===== config.mk =====
export PLATFORM = sky130hd
export DESIGN_NAME = fan_pwm_ramp
export DESIGN_NICKNAME = d
export VERILOG_FILES = /design/src/rtl/fan_pkg.sv /design/src/rtl/pwm_counter.sv /design/src/rtl/fan_pwm_ramp.sv
export SDC_FILE = /design/constraint.sdc
export NUM_CORES = 1
export LEC_CHECK = 0
export ABC_AREA = 1
export BUFFER_PORTS_ARGS = -buffer_cell sky130_fd_sc_hd__buf_4
export CAP_MARGIN = 10
export CORE_MARGIN = 8
export CORE_UTILIZATION = 50
export DETAILED_ROUTE_END_ITERATION = 8
export HOLD_SLACK_MARGIN = 0.15
export PLACE_DENSITY = 0.7
export SLEW_MARGIN = 20
export SYNTH_ARGS = -nofsm -noshare
export SYNTH_HDL_FRONTEND = slang
export SYNTH_SLANG_ARGS = --single-unit

===== constraint.sdc =====
create_clock -name clk -period 4.1 [get_ports clk]
set_input_delay 0.82 -clock clk [delete_from_list [all_inputs] [get_ports clk]]
set_output_delay 0.82 -clock clk [all_outputs]
set_load 0.02 [all_outputs]

===== src/rtl/fan_pkg.sv =====
// Shared state encoding, defaults and sizing helpers for the fan PWM ramp.
package fan_pkg;

  localparam int unsigned DEF_RES_BITS = 8;
  localparam int unsigned DEF_RAMP_DIV = 4;

  typedef enum logic [1:0] {
    ST_IDLE = 2'd0,
    ST_UP   = 2'd1,
    ST_DOWN = 2'd2
  } fan_state_e;

  // Width of the period-per-step counter; a divide of 1 still needs one bit.
  function automatic int unsigned ramp_cnt_width(input int unsigned div);
    return (div > 1) ? $clog2(div) : 1;
  endfunction

endpackage


===== src/rtl/pwm_counter.sv =====
// Tick-gated PWM phase counter, duty compare and period-start pulse.
module pwm_counter
  import fan_pkg::*;
#(
  parameter int unsigned RES_BITS = DEF_RES_BITS
) (
  input  logic                clk,
  input  logic                reset_p,
  input  logic                tick,
  input  logic [RES_BITS-1:0] duty_next,
  output logic                wrap_c,
  output logic                pwm_out,
  output logic                period_start
);

  localparam logic [RES_BITS-1:0] CNT_MAX = '1;

  logic [RES_BITS-1:0] cnt;
  logic [RES_BITS-1:0] cnt_next_c;

  assign cnt_next_c = cnt + RES_BITS'(1);
  assign wrap_c     = tick && (cnt == CNT_MAX);

  // Compare against the post-tick phase and duty so output and duty change together.
  always_ff @(posedge clk or posedge reset_p) begin
    if (reset_p) begin
      cnt          <= '0;
      pwm_out      <= 1'b0;
      period_start <= 1'b0;
    end else begin
      period_start <= wrap_c;
      if (tick) begin
        cnt     <= cnt_next_c;
        pwm_out <= (cnt_next_c < duty_next);
      end
    end
  end

endmodule


===== src/rtl/fan_pwm_ramp.sv =====
// Fan PWM with soft-start/soft-stop: duty slews one LSB every RAMP_DIV periods.
module fan_pwm_ramp
  import fan_pkg::*;
#(
  parameter int unsigned RES_BITS = DEF_RES_BITS,
  parameter int unsigned RAMP_DIV = DEF_RAMP_DIV
) (
  input  logic                clk,
  input  logic                reset_p,
  input  logic                tick,
  input  logic [RES_BITS-1:0] target_duty,
  input  logic                target_valid,
  output logic                pwm_out,
  output logic [RES_BITS-1:0] cur_duty,
  output logic                busy,
  output logic                period_start
);

  localparam int unsigned     RC_W    = ramp_cnt_width(RAMP_DIV);
  localparam logic [RC_W-1:0] RC_LAST = RC_W'(RAMP_DIV - 1);

  logic [RES_BITS-1:0] target;
  logic [RES_BITS-1:0] duty_next_c;
  logic [RC_W-1:0]     ramp_cnt;
  logic [RC_W-1:0]     ramp_next_c;
  fan_state_e          state;
  fan_state_e          state_next_c;
  logic                wrap_c;

  pwm_counter #(
    .RES_BITS (RES_BITS)
  ) u_pwm_counter (
    .clk          (clk),
    .reset_p      (reset_p),
    .tick         (tick),
    .duty_next    (duty_next_c),
    .wrap_c       (wrap_c),
    .pwm_out      (pwm_out),
    .period_start (period_start)
  );

  // Boundary stepping; the target compare guards against overshoot during reversals.
  always_comb begin
    duty_next_c = cur_duty;
    ramp_next_c = ramp_cnt;
    if (state == ST_IDLE) begin
      ramp_next_c = '0;
    end else if (wrap_c) begin
      if (ramp_cnt == RC_LAST) begin
        ramp_next_c = '0;
        if ((state == ST_UP) && (cur_duty < target)) begin
          duty_next_c = cur_duty + RES_BITS'(1);
        end else if ((state == ST_DOWN) && (cur_duty > target)) begin
          duty_next_c = cur_duty - RES_BITS'(1);
        end
      end else begin
        ramp_next_c = ramp_cnt + RC_W'(1);
      end
    end
  end

  // Direction follows the latched target every clk, including direct reversals.
  always_comb begin
    state_next_c = ST_IDLE;
    if (target > cur_duty) begin
      state_next_c = ST_UP;
    end else if (target < cur_duty) begin
      state_next_c = ST_DOWN;
    end
  end

  always_ff @(posedge clk or posedge reset_p) begin
    if (reset_p) begin
      target   <= '0;
      cur_duty <= '0;
      ramp_cnt <= '0;
      state    <= ST_IDLE;
      busy     <= 1'b0;
    end else begin
      if (target_valid) begin
        target <= target_duty;
      end
      cur_duty <= duty_next_c;
      ramp_cnt <= ramp_next_c;
      state    <= state_next_c;
      busy     <= (state_next_c != ST_IDLE);
    end
  end

endmodule


======== Word level (Yosys, flattened, before mapping) ========
Index checks and enable logic that the tools add are counted.
storage, ports and cells
  register bits ........................... 31
  bits in latches ......................... 0
  bits in writable memories ............... 0
  ROM bits ................................ 0
  bits of input ports ..................... 12
  output and inout bits ................... 11
  logic and storage cells ................. 37
  memories kept ........................... 0
operators by class
  $add $sub $neg .......................... 4
  multipliers ............................. 0
  divide/modulo/power cells ............... 0
  $lt $le $gt $ge ......................... 5
  eq/ne operators ......................... 4
  shift operators ......................... 0
  multiplexer cells ....................... 10
  bitwise gates (word level) .............. 0
  reduce and logical (&&, ||, !) cells .... 6
operators with widths
  kind                                                                   number
  8-bit two-way mux                                                      5
  8-bit less-than comparator                                             3
  8-bit by 1-bit adder with 8-bit output, second input constant          2
  8-bit greater-than comparator                                          2
  2-bit two-way mux                                                      5
  8-bit equality test, second input constant                             1
  8-bit by 1-bit subtractor with 8-bit output, second input constant     1
  2-bit equality test, second input constant                             2
  2-bit nonzero test                                                     2
  1-bit logical AND                                                      3
  2-bit by 1-bit adder with 2-bit output, second input constant          1
  2-bit by 1-bit equality test with 1-bit output, second input constant  1
  2-bit zero test                                                        1

======== Depth between registers and ports, before layout ========
Gate-level depths: netlist of the first run.
  word-level depth ........................ 8
  mapped depth ............................ 23
  gate-level depth less buffers ........... 23

======== Cells and area by module ========
A second synthesis of the first run with hierarchy kept.
unflattened totals
  cells, all modules ...................... 302
  area, all modules ....................... 2,262.2 sq um
by module, submodules not included
  module        instances  cells an instance  area an instance (sq um)  seq. area each (sq um)
  fan_pwm_ramp  1          195                1,515.2                   525.5
  pwm_counter   1          107                747.0                     250.2

======== Worst setup path before layout of the first run ========
No wires, ideal clock.
  kind .................................... flip-flop to flip-flop
  start point ............................. register cur_duty[3]
  end point ............................... register u_pwm_counter.pwm_out
  library setup time ...................... 0.065 ns
  arrival ................................. 2.788 ns
  data required time ...................... 4.035 ns
  path slack .............................. 1.247 ns
  stages on the path, launching flop included .. 21
  path buffers ............................ 1
  path through ............................ dfrtp_1 inv_1 ha_1 nand2_1 inv_2 nand2_1 nand2_1 nand2_1 nand2_1 nand3_2 buf_4 o21ai_1 o2111ai_2 xor2_1 inv_1 ha_1 nand2_1 nor2_1 a2111oi_0 nand2_1 nand2_1
on the way
  cells in the longest elaborated chain, start to end .. 8
  elaborated cells between the ends (all ways) .. 12
  classes of those cells .................. add/sub: 2; order compare: 3; mux: 5; reduce/logical: 2
RTL lines
  element                         RTL line            RTL
  start: declaration              fan_pwm_ramp.sv:14  output logic [RES_BITS-1:0] cur_duty,
  start signal: assignment        fan_pwm_ramp.sv:83  cur_duty <= duty_next_c;
  8-bit greater-than comparator   fan_pwm_ramp.sv:53  end else if ((state == ST_DOWN) && (cur_duty > target)) begin
  1-bit logical AND               fan_pwm_ramp.sv:53
  8-bit two-way mux               fan_pwm_ramp.sv:53
  8-bit two-way mux (*)           fan_pwm_ramp.sv:51  if ((state == ST_UP) && (cur_duty < target)) begin
  8-bit two-way mux (*)           fan_pwm_ramp.sv:49  if (ramp_cnt == RC_LAST) begin
  8-bit two-way mux (*)           fan_pwm_ramp.sv:48  end else if (wrap_c) begin
  8-bit two-way mux (*)           fan_pwm_ramp.sv:46  if (state == ST_IDLE) begin
  net duty_next_c[7]              fan_pwm_ramp.sv:23  logic [RES_BITS-1:0] duty_next_c;
  8-bit less-than comparator (*)  pwm_counter.sv:34   pwm_out <= (cnt_next_c < duty_next);
  end signal: assignment          pwm_counter.sv:34
  end: declaration                pwm_counter.sv:12   output logic pwm_out,
Mark *: on every way through the listed nets, which the timed path passes. The rest lies on a longest branch.
A chain may end at the register's enable or synchronous reset.

======== Final worst setup path of the first run ========
Same ends and word-level chain as after synthesis.

==> results by group, run 1 <==
Run status
  – Outcome: complete, no violations

Synth
  – Distinct cells, synth: 31
  – Synthesized area: 1934 um2
  – Part of the Yosys area used for sequential elements: 0.4010
  – Post-Syn Nets: 257
  – Post-Synthesis Cells: 226
  – Flops & latches, synth: 31
  – Avg Inst Size Synth: 8.559 um2
  – Synth Warn #: 0

Routing
  – First-pass iteration count of the detailed router: 4
  – Vias per cell: 4.950
  – Vias: 1,495
  – Avg WL per Cell: 12.31 um
  – # DRC: 0
  – Detailed router's first-iteration violation count: 66
  – Final wirelength: 3.718 mm
  – ANT nets after route: 0

STA
  – Tcrit/Tclk final: 0.7937
  – Final setup fails: 0
  – Clock Skew: 0.003417 ns
  – Slew @ Worst Pin: 0.7918 ns
  – Final Critical Period: 3.254 ns
  – Fin. Hold Viols: 0
  – Slew HR: 0.4716
  – RSZ-0062 raised after global routing: no
  – Setup TNS Final: 0 ns
  – FMAX: 307.3 MHz
  – Final Max Slew Viols: 0

Floorplanning
  – Num rows: 22
  – Die width: 78.20 um
  – Total Die Area: 6115 um2
  – Die Y-Extent: 78.20 um
  – I/O pin total: 23
  – Core box area: 3689 um2
  – Starting density of the core: 0.5244

Worst setup path
  – Slowest stage cell, crit path: dfrtp_1
  – Worst EP arrival: 3.47 ns
  – Crit path launch type: flop
  – Kind of end point of the critical path: flop
  – Critical Path, Cell by Cell: inv_1, ha_1, nand2_1, inv_2, nand2_1, nand2_1, nand2_1, nand2_1, nand3_2, nand2_1, nand4_1, a21oi_1, o21ai_1, xor2_1, inv_1, ha_1, nand2_1, nor2_1, a2111oi_0, nand2_1, nand2_1
  – Setup CP Type: flop to flop
  – CP delay by family, top: simple AND/OR/NAND/NOR gates
  – WP data required: 4.32 ns
  – CP most frequent cell: nand2_1
  – Crit Path Max Fanout: 14
  – Largest stage delay on the critical path: 0.45 ns
  – Crit path buf inv count: 3

CTS
  – CTS buffer count: 5
  – CTS tree: yes
  – Clock buffer depth: 2
  – Clk Latency, worst-skew pair: 0.28 ns
  – Post-CTS resize count: 0
  – H-tree depth: 2
  – Clock sinks: 31
  – Clock Pin Slew Worst Setup and Hold Paths: 0.06 ns
  – Hold-fix buffers, CTS: 0
  – CTS root buf: clkbuf_8
  – Setup Fix Bufs, Post-CTS: 0

Final layout
  – Area delta synth->final: 16.43%
  – Filler Cell Count: 343
  – Fraction of layout cells with a size suffix above 1: 0.1969
  – Diode count: 0
  – Nets: 284

Power and ir drop
  – Total Power: 0.8476 mW
  – Power Dens Cells: 376.3 nW/um2
  – Peak VDD IR: 262.2 uV
  – Static leakage: 1.211 nW

Placed design
  – Routability Congestion: 0.8605
  – Dpl hpwl: 2.985 mm
  – Number of buffers added on ports: 22

Global route
  – GRT Overall Usage: 0.1353
  – Largest net degree at the start of global routing: 22
  – Vias in the first global route: 1,534
  – Initial antenna violation count: 0
  – Global-route wire length before repair: 6.810 mm
  – Global route overflow: 0

Flow run
  – MaxCap Viol Count: 0

Worst hold path
  – Hold/Removal Path Class: flop to flop
-- flip-flops by register name (all words and copies together), names as in the netlist --
signal and count:
u_pwm_counter.period_start 1, cur_duty 8, u_pwm_counter.cnt 8, state 2
ramp_cnt 2, busy 1, target 8, u_pwm_counter.pwm_out 1
-- cells by family after synthesis --
kind of cell    Yosys count  share of synthesized area
compound gates           27                    0.08926
xor+xnor                 12                    0.05433
flops                    31                     0.4010
buf+inv                  43                    0.08538
mux                       7                    0.04075
simple gates             87                     0.2064
fa+ha+maj                19                     0.1229
-- layout by cell type (no fill, tap or decap), types with 2 or more instances in the layout --
cell / count
xor2_1: 12
inv_2: 4
inv_1: 34
mux2_2: 7
o211ai_1: 2
nand3_1: 8
clkbuf_8: 7
a21oi_1: 7
nor2_1: 11
nor3_1: 4
ha_1: 19
nand3_2: 4
clkinv_1: 2
o21ai_1: 3
nand2_1: 49
o21ai_0: 8
dfrtp_1: 31
nand4_1: 6
buf_4: 23
-- synthesized netlist by cell type --
cell	n	area (um2)
clkinv_1	2	7.510
a21oi_1	7	35.03
nor4_1	1	6.260
or2_2	1	6.260
mux2_2	7	78.83
o31ai_1	1	7.510
nand3_2	4	40.04
o21ai_1	3	15.01
o211ai_2	1	12.51
o21ai_0	8	40.04
buf_4	1	7.510
dfrtp_1	31	775.7
nor2_4	1	11.26
nor2_1	11	41.29
nand2_1	49	183.9
a211o_1	1	8.760
nand3_1	8	40.04
o2111ai_2	1	15.01
clkbuf_1	2	7.510
nor3_1	4	20.02
inv_2	4	15.01
nand4_1	6	37.54
a21o_1	1	7.510
o21a_1	1	7.510
inv_1	34	127.6
a2111oi_0	1	8.760
ha_1	19	237.7
xor2_1	12	105.1
nor2_2	1	6.260
and2_1	1	6.260
o211ai_1	2	15.01
-- layout make-up --
cell class,instances,area (um2),area share
flip-flops and latches,31,775.7,0.3444
repair buffers,23,172.7,0.07667
multi-input cells,152,993.5,0.4411
well taps,48,60.06,0.02667
clock buffers,8,100.1,0.04444
inverters,40,150.1,0.06667
-- power by group --
part | internal, mW | total (mW) | switching, mW
Clock | 0.153 | 0.260 | 0.107
Sequential | 0.345 | 0.388 | 0.0428
Combinational | 0.0883 | 0.199 | 0.111
Total | 0.587 | 0.848 | 0.261
-- through the flow --
stage	cell area (um2)	cells	hold WS, ns	utilization	setup slack, ns
2_1_floorplan	1934	226	0.4683	-	1.247
3_3_place_gp	2152	294	0.4860	0.5834	1.025
3_5_place_dp	2152	294	0.4893	0.5834	0.8948
4_1_cts	2252	302	0.5094	0.6106	0.8568
5_1_grt	2252	302	0.5356	0.6106	0.4416
6_report	2252	302	0.5077	0.6106	0.8459
-- path summary, 6_finish.rpt --
kind | cells after the start | endpoint | start | slack (ns)
setup / recovery | 21 | u_pwm_counter.pwm_out | cur_duty[3] | 0.85
hold / removal | 1 | target[2] | target[2] | 0.51
setup reg to reg | 21 | u_pwm_counter.pwm_out | cur_duty[3] | 0.85
hold reg to reg | 1 | target[2] | target[2] | 0.51
max in group asynchronous | 3 | ramp_cnt[0] | reset_p | 2.76
min in group asynchronous | 2 | u_pwm_counter.cnt[6] | reset_p | 0.69
-- routing by layer --
layer,wire (um),part of all wire,GRT usage
met1,1853,0.50,0.1689
met2,1669,0.45,0.2146
met3,159,0.043,0.04784
met4,36,0.0097,0.03889
met5,0,0,0
(Power assumes the default switching activity.)
==> inputs of run 2 (changes only) <==
--- a/config.mk
+++ b/config.mk
@@ -12,7 +12,7 @@
 export CORE_UTILIZATION = 50
 export DETAILED_ROUTE_END_ITERATION = 8
 export HOLD_SLACK_MARGIN = 0.15
-export PLACE_DENSITY = 0.7
+export PLACE_DENSITY = 0.73
 export SLEW_MARGIN = 20
 export SYNTH_ARGS = -nofsm -noshare
 export SYNTH_HDL_FRONTEND = slang
==> constraint.sdc (replaced) <==
create_clock -name clk -period 2.9 [get_ports clk]
set_input_delay 0.58 -clock clk [delete_from_list [all_inputs] [get_ports clk]]
set_output_delay 0.58 -clock clk [all_outputs]
set_load 0.02 [all_outputs]
==> results by group, run 2 (synthesized netlist as in run 1, its figures left out) <==
Run status
  – Outcome: complete, no violations

STA
  – Final setup fails: 0 (unchanged)
  – Final Critical Period: 2.856 ns (-0.3979 ns)
  – Final Max Slew Viols: 0 (unchanged)
  – Fin. Hold Viols: 0 (unchanged)
  – Hold Slack: 0.3694 ns (-0.1383 ns)
  – Slew HR: 0.5864 (+0.1148)
  – FMAX: 350.1 MHz (+14%)
  – Slew @ Worst Pin: 0.6197 ns (-0.1720 ns)
  – Clock Skew: 0.003392 ns (-0.00002478 ns)
  – Tcrit/Tclk final: 0.9849 (+0.1912)
  – RSZ-0062 raised after global routing: yes

Routing
  – First-pass iteration count of the detailed router: 5 (+1)
  – # DRC: 0 (unchanged)
  – Avg WL per Cell: 13.32 um (+8.2%)
  – Final wirelength: 4.288 mm (+15%)
  – Vias per cell: 5.047 (+1.9%)
  – Vias: 1,625 (+8.7%)
  – Detailed router's first-iteration violation count: 98 (+48%)
  – ANT nets after route: 0 (unchanged)

Worst setup path
  – Slowest stage cell, crit path: dfrtp_1
  – Crit Path Max Fanout: 3 (-11)
  – Crit path buf inv count: 4 (+1)
  – Worst EP arrival: 3.04 ns (-0.43 ns)
  – CP delay by family, top: simple AND/OR/NAND/NOR gates
  – CP most frequent cell: nand2_1
  – Crit path launch type: flop
  – Largest stage delay on the critical path: 0.38 ns (-0.07 ns)
  – RR Startpoint: cur_duty[7]
  – Worst reg-to-reg setup slack: 0.04 ns (-0.80 ns)
  – Kind of end point of the critical path: flop
  – Setup CP Type: flop to flop
  – Reg2reg path depth: 19 (-9.5%)
  – Reg2Reg Capture Point: u_pwm_counter.pwm_out
  – WP data required: 3.08 ns (-1.24 ns)
  – Critical Path, Cell by Cell: inv_2, ha_4, a21o_1, nor2_4, nand4_1, nand2_2, nand4_1, buf_4, a211o_1, xor2_2, inv_2, ha_4, nand2_2, inv_2, nand2_1, nand2_1, nand2_1, nand2_1, nand2_1

Floorplanning
  – Starting density of the core: 0.5244 (unchanged)
  – Die width: 78.20 um (unchanged)
  – Total Die Area: 6115 um2 (unchanged)
  – Num rows: 22 (unchanged)
  – Die Y-Extent: 78.20 um (unchanged)
  – Core box area: 3689 um2 (unchanged)
  – I/O pin total: 23 (unchanged)

Power and ir drop
  – Static leakage: 1.302 nW (+7.5%)
  – Peak VDD IR: 362.2 uV (+38%)
  – Power Dens Cells: 510.0 nW/um2 (+36%)
  – Total Power: 1.277 mW (+51%)

Global route
  – Global-route wire length before repair: 6.831 mm (+0.31%)
  – Vias in the first global route: 1,518 (-1.0%)
  – Global route overflow: 0 (unchanged)
  – GRT Overall Usage: 0.1385 (+0.003247)
  – Initial antenna violation count: 0 (unchanged)
  – Largest net degree at the start of global routing: 17 (-23%)

Placed design
  – Routability Congestion: 0.8849 (+2.8%)
  – Dpl hpwl: 3.093 mm (+3.6%)
  – Placed cell areas: 2265 um2 (+5.2%)
  – Number of buffers added on ports: 22 (unchanged)

Flow run
  – MaxCap Viol Count: 0 (unchanged)

Final layout
  – Post-route cell area: 2505 um2 (+11%)
  – Filler Cell Count: 294 (-14%)
  – Most common cell after layout, fill and taps aside: nand2_1
  – Most frequent cells in the layout: nand2_1 (44), buf_4 (43), dfrtp_1 (31)
  – Nets: 304 (+7.0%)
  – Fraction of layout cells with a size suffix above 1: 0.3321 (+0.1353)
  – Area delta synth->final: 29.50%
  – Largest registers: cur_duty (8), target (8), u_pwm_counter.cnt (8)
  – Diode count: 0 (unchanged)

CTS
  – Clock sinks: 31 (unchanged)
  – CTS root buf: clkbuf_8
  – CTS buffer count: 5 (unchanged)
  – Hold-fix buffers, CTS: 0 (unchanged)
  – Clock Pin Slew Worst Setup and Hold Paths: 0.06 ns (about the same)
  – Clk Latency, worst-skew pair: 0.29 ns (about the same)
  – Clock buffer depth: 2 (unchanged)
  – CTS tree: yes
  – H-tree depth: 2 (unchanged)

Worst hold path
  – Hold/Removal Path Class: input pin to async pin
## run 2: cell types whose count changed in the layout (fill, tap and decap cells not counted), sizes merged
cell,delta
buf,+20
## run 2: routing by layer
metal / share of wire / track usage / wire length [um]
met2: 0.48 / 0.2080 / 2044
met3: 0.051 / 0.04100 / 218
met5: 0 / 0 / 0
met4: 0.021 / 0.08148 / 90
met1: 0.45 / 0.1724 / 1934
## run 2: report_power, final
part / total, mW / internal [mW] / switching [mW] / leakage, nW
Clock: 0.379 / 0.216 / 0.162 / 0.0515
Combinational: 0.346 / 0.158 / 0.188 / 0.884
Sequential: 0.553 / 0.488 / 0.0646 / 0.367
Total: 1.28 / 0.863 / 0.414 / 1.30
## run 2: what timing repair did
action | in CTS | in global routing
resized for setup | 5 | 19
pin swaps | 3 | 10
setup buffers | 3 | 2
setup endpoints to repair | 1 | 1
## run 2: worst reg2reg max path, stage by stage, from the launching register on
cell and delay (ns):
dfrtp_1 0.38, inv_2 0.09, ha_4 0.21, a21o_1 0.19, nor2_4 0.14, nand4_1 0.19
nand2_2 0.13, nand4_1 0.13, buf_4 0.17, a211o_1 0.25, xor2_2 0.17, inv_2 0.07
ha_4 0.27, nand2_2 0.05, inv_2 0.04, nand2_1 0.05, nand2_1 0.07, nand2_1 0.05
nand2_1 0.05, nand2_1 0.04
## run 2: area by class of cell
type | count | area, um2 | share of cell area
clock buffer | 8 | 100.1 | 0.03996
tap | 48 | 60.06 | 0.02398
timing repair buffer | 43 | 322.8 | 0.1289
sequential | 31 | 775.7 | 0.3097
multi-input combinational | 152 | 1096 | 0.4376
inverter | 40 | 150.1 | 0.05994
## run 2: worst max path at each step
stage | start | to | slack (ns) | cells after the start
3_3_place_gp | cur_duty[7] | u_pwm_counter.pwm_out | 0.08 | 15
3_5_place_dp | cur_duty[7] | u_pwm_counter.pwm_out | -0.04 | 21
5_1_grt | cur_duty[3] | u_pwm_counter.pwm_out | -0.16 | 20
2_1_floorplan | cur_duty[3] | u_pwm_counter.pwm_out | 0.05 | 20
4_1_cts | cur_duty[7] | u_pwm_counter.pwm_out | 0.008 | 19
6_report | cur_duty[7] | u_pwm_counter.pwm_out | 0.04 | 19
## run 2: metrics by stage
stage                     setup slack, ns  std cells    util   TNS, ns
after floorplan                   0.04697        226       -         0
after global placement            0.08051        309  0.6140         0
after detailed placement         -0.04263        309  0.6140  -0.04263
after CTS                        0.008098        320  0.6520         0
after global routing              -0.1621        322  0.6791   -0.1621
final                             0.04375        322  0.6791         0
